[src/rtl/pipeline_md_pkg.sv]
// Shared encodings for the EX-stage multiply/divide unit:
// funct3 opcodes, FSM states and operand signedness classes.
package pipeline_md_pkg;

    localparam logic [2:0] MD_MUL    = 3'd0;
    localparam logic [2:0] MD_MULH   = 3'd1;
    localparam logic [2:0] MD_MULHSU = 3'd2;
    localparam logic [2:0] MD_MULHU  = 3'd3;
    localparam logic [2:0] MD_DIV    = 3'd4;
    localparam logic [2:0] MD_DIVU   = 3'd5;
    localparam logic [2:0] MD_REM    = 3'd6;
    localparam logic [2:0] MD_REMU   = 3'd7;

    typedef enum logic [1:0] {
        MD_IDLE,
        MD_RUN,
        MD_DONE
    } md_state_e;

    typedef enum logic [1:0] {
        MD_CLS_UU,
        MD_CLS_SS,
        MD_CLS_SU
    } md_cls_e;

    // MUL shares the signed class so it pairs with MULH
    function automatic md_cls_e md_class(input logic [2:0] op);
        md_cls_e c;
        unique case (op)
            MD_MULHSU:                  c = MD_CLS_SU;
            MD_MULHU, MD_DIVU, MD_REMU: c = MD_CLS_UU;
            default:                    c = MD_CLS_SS;
        endcase
        return c;
    endfunction

    function automatic logic md_half(input logic [2:0] op);
        return op[2] ? op[1] : (op != MD_MUL);
    endfunction

endpackage

[src/rtl/pipeline_md_step.sv]
// One radix-2 iteration: shift-add multiply or
// restoring compare-subtract-shift divide.
module pipeline_md_step #(
    parameter int XLEN = 32
) (
    input  logic            i_div,
    input  logic [XLEN-1:0] i_acc,
    input  logic [XLEN-1:0] i_lo,
    input  logic [XLEN-1:0] i_b,
    output logic [XLEN-1:0] o_acc,
    output logic [XLEN-1:0] o_lo
);

    logic [XLEN:0]   w_sum;
    logic [XLEN:0]   w_shl;
    logic [XLEN-1:0] w_sub;
    logic            w_ge;

    always_comb begin
        w_sum = {1'b0, i_acc} + (i_lo[0] ? {1'b0, i_b} : '0);
        w_shl = {i_acc, i_lo[XLEN-1]};
        w_ge  = w_shl >= {1'b0, i_b};
        w_sub = w_shl[XLEN-1:0] - i_b;
        o_acc = w_sum[XLEN:1];
        o_lo  = {w_sum[0], i_lo[XLEN-1:1]};
        if (i_div) begin
            o_acc = w_ge ? w_sub : w_shl[XLEN-1:0];
            o_lo  = {i_lo[XLEN-2:0], w_ge};
        end
    end

endmodule

[src/rtl/pipeline_ex_md.sv]
// Iterative RV32M/RV64M multiply/divide unit beside the EX ALU.
// `define PIPELINE_EX_MD_OPCACHE_EN reuses the last result pair.
module pipeline_ex_md
    import pipeline_md_pkg::*;
#(
    parameter int XLEN            = 32,
    parameter int STEPS_PER_CYCLE = 1,
    parameter int CNT_W           = $clog2(XLEN / STEPS_PER_CYCLE + 1)
) (
    input  logic            clk,
    input  logic            rst_n,
    input  logic            valid_i,
    input  logic [2:0]      opsel_i,
    input  logic [XLEN-1:0] val1_i,
    input  logic [XLEN-1:0] val2_i,
    input  logic [4:0]      rd_i,
    input  logic            flush_i,
    input  logic            hold_i,
    output logic            stall_o,
    output logic            valid_o,
    output logic [4:0]      rd_o,
    output logic            we_o,
    output logic [XLEN-1:0] wdata_o
);

    localparam int              NSTEP   = XLEN / STEPS_PER_CYCLE;
    localparam logic [XLEN-1:0] MIN_NEG = {1'b1, {(XLEN-1){1'b0}}};

    md_state_e        r_state;
    logic [2:0]       r_op;
    logic [4:0]       r_rd;
    logic [XLEN-1:0]  r_acc;
    logic [XLEN-1:0]  r_lo;
    logic [XLEN-1:0]  r_b;
    logic             r_negq;
    logic             r_negr;
    logic [CNT_W-1:0] r_cnt;

    md_cls_e         w_cls;
    logic            w_s1;
    logic            w_s2;
    logic            w_special;
    logic            w_accept;
    logic            w_hit;
    logic            w_done;
    logic [XLEN-1:0] w_acc_n;
    logic [XLEN-1:0] w_lo_n;

    assign w_cls     = md_class(opsel_i);
    assign w_s1      = (w_cls != MD_CLS_UU) && val1_i[XLEN-1];
    assign w_s2      = (w_cls == MD_CLS_SS) && val2_i[XLEN-1];
    assign w_accept  = (r_state == MD_IDLE) && valid_i && !flush_i;
    assign w_done    = (r_state == MD_DONE);
    assign w_special = opsel_i[2] && ((val2_i == '0) ||
                       ((w_cls == MD_CLS_SS) && (val1_i == MIN_NEG) &&
                        (val2_i == '1)));

    for (genvar g = 0; g < STEPS_PER_CYCLE; g++) begin : g_step
        logic [XLEN-1:0] w_acc_in;
        logic [XLEN-1:0] w_lo_in;
        logic [XLEN-1:0] w_acc_out;
        logic [XLEN-1:0] w_lo_out;
        if (g == 0) begin : g_first
            assign w_acc_in = r_acc;
            assign w_lo_in  = r_lo;
        end else begin : g_next
            assign w_acc_in = g_step[g-1].w_acc_out;
            assign w_lo_in  = g_step[g-1].w_lo_out;
        end
        pipeline_md_step #(.XLEN(XLEN)) u_step (
            .i_div (r_op[2]),
            .i_acc (w_acc_in),
            .i_lo  (w_lo_in),
            .i_b   (r_b),
            .o_acc (w_acc_out),
            .o_lo  (w_lo_out)
        );
    end
    assign w_acc_n = g_step[STEPS_PER_CYCLE-1].w_acc_out;
    assign w_lo_n  = g_step[STEPS_PER_CYCLE-1].w_lo_out;

    always_ff @(posedge clk or negedge rst_n) begin
        if (!rst_n) begin
            r_state <= MD_IDLE;
            r_op    <= '0;
            r_rd    <= '0;
            r_acc   <= '0;
            r_lo    <= '0;
            r_b     <= '0;
            r_negq  <= 1'b0;
            r_negr  <= 1'b0;
            r_cnt   <= '0;
        end else begin
            unique case (r_state)
                MD_IDLE: begin
                    if (w_accept) begin
                        r_op <= opsel_i;
                        r_rd <= rd_i;
                        if (w_hit) begin
                            r_state <= MD_DONE;
                        end else if (w_special) begin
                            // result pair loaded directly, no sign fix-up
                            r_lo    <= (val2_i == '0) ? '1 : val1_i;
                            r_acc   <= (val2_i == '0) ? val1_i : '0;
                            r_negq  <= 1'b0;
                            r_negr  <= 1'b0;
                            r_state <= MD_DONE;
                        end else begin
                            r_acc   <= '0;
                            r_lo    <= w_s1 ? -val1_i : val1_i;
                            r_b     <= w_s2 ? -val2_i : val2_i;
                            r_negq  <= w_s1 ^ w_s2;
                            r_negr  <= w_s1;
                            r_cnt   <= CNT_W'(NSTEP);
                            r_state <= MD_RUN;
                        end
                    end
                end
                MD_RUN: begin
                    if (flush_i) begin
                        r_state <= MD_IDLE;
                    end else begin
                        r_acc <= w_acc_n;
                        r_lo  <= w_lo_n;
                        r_cnt <= r_cnt - CNT_W'(1);
                        if (r_cnt == CNT_W'(1)) r_state <= MD_DONE;
                    end
                end
                MD_DONE: begin
                    if (!hold_i) r_state <= MD_IDLE;
                end
                default: r_state <= MD_IDLE;
            endcase
        end
    end

`ifdef PIPELINE_EX_MD_OPCACHE_EN
    logic            r_c_v;
    logic            r_c_div;
    logic            r_c_half;
    md_cls_e         r_c_cls;
    logic [XLEN-1:0] r_c_a;
    logic [XLEN-1:0] r_c_b;

    assign w_hit = r_c_v && (r_c_div == opsel_i[2]) &&
                   (r_c_cls == w_cls) && (r_c_a == val1_i) &&
                   (r_c_b == val2_i) && (r_c_half != md_half(opsel_i));

    always_ff @(posedge clk or negedge rst_n) begin
        if (!rst_n) begin
            r_c_v    <= 1'b0;
            r_c_div  <= 1'b0;
            r_c_half <= 1'b0;
            r_c_cls  <= MD_CLS_UU;
            r_c_a    <= '0;
            r_c_b    <= '0;
        end else if (flush_i && !(w_done && hold_i)) begin
            r_c_v <= 1'b0;
        end else if (w_accept) begin
            r_c_half <= md_half(opsel_i);
            if (!w_hit) begin
                r_c_v   <= w_special;
                r_c_div <= opsel_i[2];
                r_c_cls <= w_cls;
                r_c_a   <= val1_i;
                r_c_b   <= val2_i;
            end
        end else if ((r_state == MD_RUN) && (r_cnt == CNT_W'(1))) begin
            r_c_v <= 1'b1;
        end
    end
`else
    assign w_hit = 1'b0;
`endif

    logic [2*XLEN-1:0] w_prod;
    logic [XLEN-1:0]   w_quo;
    logic [XLEN-1:0]   w_rem;
    logic [XLEN-1:0]   w_res;
    logic              w_is_lo;
    logic              w_is_hi;
    logic              w_is_rem;
    logic              w_is_quo;

    assign w_prod   = r_negq ? -{r_acc, r_lo} : {r_acc, r_lo};
    assign w_quo    = r_negq ? -r_lo : r_lo;
    assign w_rem    = r_negr ? -r_acc : r_acc;
    assign w_is_lo  = (r_op == MD_MUL);
    assign w_is_hi  = !r_op[2] && (r_op != MD_MUL);
    assign w_is_rem = r_op[2] && r_op[1];
    assign w_is_quo = r_op[2] && !r_op[1];

    always_comb begin
        w_res = w_quo;
        unique case (1'b1)
            w_is_lo:  w_res = w_prod[XLEN-1:0];
            w_is_hi:  w_res = w_prod[2*XLEN-1:XLEN];
            w_is_rem: w_res = w_rem;
            w_is_quo: w_res = w_quo;
            default:  w_res = w_quo;
        endcase
    end

    assign stall_o = w_accept || (r_state != MD_IDLE);
    assign valid_o = w_done && !hold_i && !flush_i;
    assign we_o    = valid_o && (r_rd != 5'd0);
    assign rd_o    = w_done ? r_rd : 5'd0;
    assign wdata_o = w_done ? w_res : '0;

endmodule

[config.mk]
export PLATFORM = sky130hd
export DESIGN_NAME = pipeline_ex_md
export DESIGN_NICKNAME = d
export VERILOG_FILES = /design/src/rtl/pipeline_md_pkg.sv /design/src/rtl/pipeline_md_step.sv /design/src/rtl/pipeline_ex_md.sv
export SDC_FILE = /design/constraint.sdc
export NUM_CORES = 1
export LEC_CHECK = 0
export BUFFER_PORTS_ARGS = -buffer_cell sky130_fd_sc_hd__buf_2
export CORE_MARGIN = 5
export CORE_UTILIZATION = 45
export DETAILED_ROUTE_END_ITERATION = 10
export PLACE_DENSITY = 0.64
export SYNTH_ARGS = -nofsm -noshare
export SYNTH_HDL_FRONTEND = slang
export SYNTH_SLANG_ARGS = --single-unit
[constraint.sdc]
create_clock -name clk -period 3.7 [get_ports clk]
set_input_delay 0.185 -clock clk [delete_from_list [all_inputs] [get_ports clk]]
set_output_delay 0.185 -clock clk [all_outputs]
set_load 0.03 [all_outputs]
### After elaboration in Yosys (flattened, before gate mapping)

Index checks and enable logic that the tools add are counted.

| cells by class | value |
|---|---|
| add/subtract/negate cells | 8 |
| magnitude comparators | 1 |
| equality and inequality tests | 15 |
| mux-type cells | 35 |
| bitwise gates (word level) | 2 |
| reductions and logical operators | 31 |

Operator list:

| operator | number |
|---|---|
| $mux W32 | 17 |
| $neg A32 Y32 | 4 |
| $pmux W32 S2 | 2 |
| $pmux W32 S3 | 1 |
| $eq A32 B32 Y1 const B | 2 |
| $mux W64 | 1 |
| $neg A64 Y64 | 1 |
| $add A32 B33 Y33 | 1 |
| $ge A33 B32 Y1 | 1 |
| $logic_not A32 Y1 | 1 |
| $sub A32 B32 Y32 | 1 |
| $mux W6 | 3 |
| $logic_and A1 B1 Y1 | 12 |
| $pmux W6 S2 | 1 |
| $mux W2 | 5 |
| $reduce_and A3 Y1 | 3 |
| $ne A2 B2 Y1 const B | 4 |
| $eq A3 B2 Y1 const B | 2 |
| $eq A3 B3 Y1 const B | 2 |
| $eq A6 B1 Y1 const B | 1 |
| $pmux W2 S3 | 1 |
| $reduce_bool A2 Y1 | 3 |
| $sub A6 B1 Y6 const B | 1 |
| $mux W5 | 1 |
| other kinds (16) | 21 |

| word-level totals | value |
|---|---|
| bits in registers | 114 |
| input port bits | 77 |
| output and inout port bits | 40 |
| word-level logic and storage cells | 101 |

### Logic depth before layout (Yosys ltp)

| logic depth | value |
|---|---|
| word-level depth | 11 |
| gate-level depth with buffers | 14 |
| mapped depth without buffers | 12 |

### Modules after synthesis

Synthesis repeated with hierarchy kept, for this count alone.

| second synthesis, totals | value |
|---|---|
| cells, all modules | 1891 |
| area total of the unflattened synthesis | 14341.3 um2 |

By module, submodules not included:

| module | times used | cells an instance | area each (um2) | seq. area each (um2) |
|---|---|---|---|---|
| pipeline_ex_md | 1 | 1220 | 9643.0 | 2852.7 |
| pipeline_md_step | 1 | 671 | 4698.3 | 0.0 |

### Least setup slack after synthesis

No wires, ideal clock.

| path | value |
|---|---|
| path kind | register to output |
| start point | register r_lo[17] (netlist: g_step[0].w_lo_in[17]) |
| end point | output wdata_o[30] |
| arrival | 3.918 ns |
| required time | 3.515 ns |
| slack | -0.403 ns |
| stages on the path, launching flop included | 9 |
| buffers on the path | 0 |
| path through | dfrtp_1 or3_4 or4_4 or4_4 or4_4 nor2_1 o221ai_1 and3_1 a2111oi_1 |

| on the way | value |
|---|---|
| longest elaborated chain between the ends | 4 |
| elaborated cells on any way between the ends | 6 |
| those cells by class | 2 x add/sub; 4 x mux |

RTL lines:

| what | RTL line | source |
|---|---|---|
| from (decl) | pipeline_ex_md.sv:33 | `logic [XLEN-1:0] r_lo;` |
| from (signal assigned) | pipeline_ex_md.sv:103 | `r_lo <= (val2_i == '0) ? '1 : val1_i;` |
| from (signal assigned) | pipeline_ex_md.sv:110 | `r_lo <= w_s1 ? -val1_i : val1_i;` |
| from (signal assigned) | pipeline_ex_md.sv:124 | `r_lo <= w_lo_n;` |
| $neg A64 Y64 or $neg A32 Y32 (tied branches) | pipeline_ex_md.sv:185, pipeline_ex_md.sv:186 |  |
| $mux W64 or $mux W32 (tied branches) | pipeline_ex_md.sv:185, pipeline_ex_md.sv:186 |  |
| $pmux W32 S3 (*) | pipeline_ex_md.sv:195 | `unique case (1'b1)` |
| $mux W32 (*) | pipeline_ex_md.sv:208 | `assign wdata_o = w_done ? w_res : '0;` |
| to (decl) | pipeline_ex_md.sv:23 | `output logic [XLEN-1:0] wdata_o` |

Every way passes the cells marked *; elsewhere a longest branch is shown, timed or not.

### Worst setup path after layout

| path | value |
|---|---|
| start point | register r_lo[19] (netlist: g_step[0].w_lo_in[19]) |
| end point | output wdata_o[22] |

The elaborated chain is that of the path after synthesis.

==> results by group <==
Logic synthesis
  – Synth cell types: 73
  – Post-synth EDFFs: 0
  – Syn Area/Cell: 7.22 um^2
  – Async set-reset flop share out of synthesis: 100%
  – Cells after Synth: 1863
  – Synthesized area: 13500 um^2
  – Warnings, synthesis: 0
  – Sequential-to-total area share from yosys stat: 21.2%
  – Top_reg_cell synth: dfrtp_1
  – Post-synthesis register bit count: between 100 and 150
  – Syn Nets: 2013

Final layout
  – Diode count: 0
  – Commonest cells after routing, fill and taps aside: 225 x nand2_1, 165 x o21ai_0, 149 x buf_4, 138 x a21oi_1, 137 x nor2_1
  – Share of cells above drive strength 1: 18.2%
  – Nets: 2161
  – Finished Cell Area: ~16000 um^2
  – Area grow syn2layout: 20.8%
  – Fin cells: 2414
  – Most common cell after layout, fill and taps aside: nand2_1

Critical path
  – Worst-path maximum fanout: 2
  – Worst path buffer plus inverter count: 1
  – Cell repeated most along the worst path: or4_4
  – Crit path depth: 10
  – Reg2Reg Depth: 13
  – Crit path capture type: primary output
  – Worst path max stage delay: 0.52 ns
  – Delay-heaviest family, CP: simple AND/OR/NAND/NOR gates
  – Worst Setup SP: g_step[0].w_lo_in[19]
  – CP Cell Sequence: or3_4, or4_4, or4_4, or4_4, o311a_1, a31oi_1, xnor2_1, a21oi_1, nor2_1, buf_4
  – Crit path kind: reg -> out
  – Worst Path Required: around 3.5 ns
  – Crit path launch type: register
  – R2r startpoint: g_step[0].w_acc_in[8]
  – Reg2Reg Setup Slack: 0.12 ns
  – Arr. time, crit path: 3.72 ns
  – Critical path's slowest cell: or4_4

Outcome
  – Result of the run: finished, violations left
  – Failing checks: setup timing

Die
  – Initial core utilization: approximately 46%
  – # IOs: 117
  – DIE AREA: 33400 um^2
  – Core area: 29600 um^2
  – Horiz. Die Dim: 183 um
  – Chip height: about 180 um
  – Placement row count: 63

STA
  – Min Tclk post-route: just under 4 ns
  – Final Hold Fails: 0
  – Post-route setup slack: -0.204 ns
  – Crit share post-route: 106%
  – Hold WS: 0.0369 ns
  – Setup violators final: 9
  – Slew Limit Headroom: about a fifth
  – Clk_skew: 0.0135 ns
  – Max Clock Freq: 0.256 GHz
  – Slew @ Worst Pin: 1.21 ns
  – Max Slew Vio Count: 0
  – RSZ-0062 raised after global routing: yes

Worst hold path
  – Hold_sp: opsel_i[1]
  – HP Class: in -> reg
  – Number of stages on the worst hold path: 3

CTS
  – CTS Root Cell: clkbuf_16
  – Number of clock sinks: 114
  – Clock tree buffer depth: 2
  – Clock slew at reported path FFs: 0.06 ns
  – Clk_lat worst skew: 0.44 ns
  – TritonCTS clock tree: built
  – H-tree depth: 4
  – CTS Buf Count: 17

Power
  – Switching pwr: ~6.8 mW
  – Total power: roughly 13 mW
  – PwrDens: 813 nW/um^2
  – Static leakage: 6.83 nW
  – P_int: between 6 and 7 mW
  – Comb pwr share: 68.1%
  – Max IR drop VDD: 0.323 mV
  – Sequential share of power: ~17%
  – Clock power frac: 14.8%
  – Sw frac: about half

GRT
  – Initial antenna violation count: 1
  – Total global-route track usage: 32.6%
  – First-pass GRT wire length: 85.7 mm
  – Pin count of the biggest net entering global routing: 84
  – Vias in the first global route: 14556
  – Grt total ovfl: 0

Detailed routing
  – Vias/cell: 6.40
  – Post-route DRC: 0
  – DR iter-0 viols: 1716
  – Pre-Repair DR Iteration Count: 5
  – Routed wire per std cell: 23.1 um
  – Post-Route WL: 55.6 mm
  – DRT antenna net count: 0
  – Via Count: 15459

Placement
  – Placement Cell Area: about 15000 um^2
  – Hpwl dp: ~43 mm
  – Pre-CTS WS: 0.0596 ns
  – PortBufs: ~120
  – GP Congestion: ~1.0
  – Cell count after placement: 2359

Job
  – Maxcap violations: 0
## per-stage QoR
stage / utilization (%) / setup TNS, ns
2_1_floorplan: - / 0
3_3_place_gp: 50.8 / 0
3_5_place_dp: 50.8 / 0
4_1_cts: 53.8 / -0.616
5_1_grt: 55.0 / -1.67
6_report: 55.0 / -0.599
## cell usage after synthesis (all sizes together), types with 5 or more instances
| library cell | number | area share, % |
|---|---|---|
| nand2 | 226 | 6.3 |
| o21ai | 192 | 7.1 |
| nor2 | 142 | 4.0 |
| a21oi | 138 | 5.1 |
| clkbuf | 119 | 3.3 |
| dfrtp | 114 | 21 |
| xor2 | 96 | 6.3 |
| xnor2 | 94 | 6.1 |
| ha | 71 | 6.6 |
| inv | 65 | 1.8 |
| nand3 | 60 | 2.2 |
| nor3 | 42 | 1.6 |
| mux2i | 38 | 2.8 |
| a21o | 32 | 1.8 |
| o31ai | 31 | 1.7 |
| o22ai | 27 | 1.3 |
| a31oi | 25 | 1.2 |
| or3 | 23 | 1.1 |
| nand4 | 22 | 1.0 |
| o211ai | 22 | 1.2 |
| nor4 | 21 | 0.98 |
| or4 | 20 | 1.2 |
| a22oi | 18 | 1.0 |
| o21a | 18 | 1.0 |
| and2 | 15 | 0.70 |
| or2 | 15 | 0.70 |
| buf | 13 | 0.38 |
| and3 | 12 | 0.56 |
| o41ai | 12 | 0.78 |
| o311ai | 11 | 0.72 |
| a211oi | 10 | 0.56 |
| a221oi | 10 | 0.65 |
| o21bai | 10 | 0.56 |
| o221ai | 9 | 0.59 |
| nand2b | 8 | 0.37 |
| nor2b | 7 | 0.33 |
| nor3b | 6 | 0.33 |
| a21boi | 5 | 0.28 |
| a22o | 5 | 0.33 |
## state kept, by name, indices dropped and copies added (netlist names)
signal	flops
g_step.w_acc_in	32
r_b	32
r_negq	1
r_rd	5
r_op	3
r_negr	1
r_cnt	6
g_step.w_lo_in	32
r_state	2
## kinds of logic after synthesis
group / share of synthesized area (%)
AND/OR/NAND/NOR: 22.5
AO/OA/AOI/OAI: 28.5
multiplexers: 3.00
XOR/XNOR: 12.4
adder cells (fa/ha/maj): 6.90
flip-flops: 21.2
buffers and inverters: 5.56
## power by group through the flow
stage / Clock [mW] / Sequential [mW] / Combinational (mW)
global placement: 0 / 2.23 / 8.47
detailed placement: 0 / 2.24 / 8.52
finish: 1.96 / 2.26 / 9.00
global route: 2.03 / 2.30 / 9.78
CTS: 1.97 / 2.21 / 8.66
floorplan: 0 / 2.02 / 5.80
## worst paths after layout
| check | end |
|---|---|
| min | r_op[1] |
| min reg2reg | r_rd[4] |
| min in group asynchronous | r_b[26] |
| max in group asynchronous | g_step[0].w_acc_in[2] |
| max | wdata_o[22] |
| max reg2reg | g_step[0].w_lo_in[0] |
## metal layers
layer  vias up  track usage, %  part of all wire, %
met5         -               0                0.023
met4         2            14.8                  5.1
met3       158            7.08                  9.3
met2       815            50.4                   44
met1      7404            43.8                   41
li1       7080               -                    -
## worst register-to-register path, stage by stage (launching register included)
cell and delay (ns):
dfrtp_1 0.40, buf_4 0.15, ha_1 0.34, nand4_1 0.16, or3_1 0.43, or4_1 0.48, o311ai_1 0.28, buf_4 0.18
o22ai_4 0.08, or2_2 0.34, buf_4 0.18, o211ai_1 0.07, o311ai_0 0.23, o21ai_0 0.16
## layout make-up
class / count / area (um^2)
clock buffers: 17 / 425
well taps: 390 / 488
clock inverters: 15 / 254
multi-input cells: 1553 / 10200
fillers: 2879 / 13300
repair buffers: 259 / 1790
flip-flops and latches: 114 / 2860
inverters: 66 / 259
## what timing repair did
item,CTS,global route
hold endpoints to repair,62,0
pin swaps,13,26
buffers inserted,8,5
resized for setup,33,96
endpoints found under the setup margin,25,42
cloned,0,2
hold buffers,8,0
Note: power is estimated with default switching activity, not from simulation.
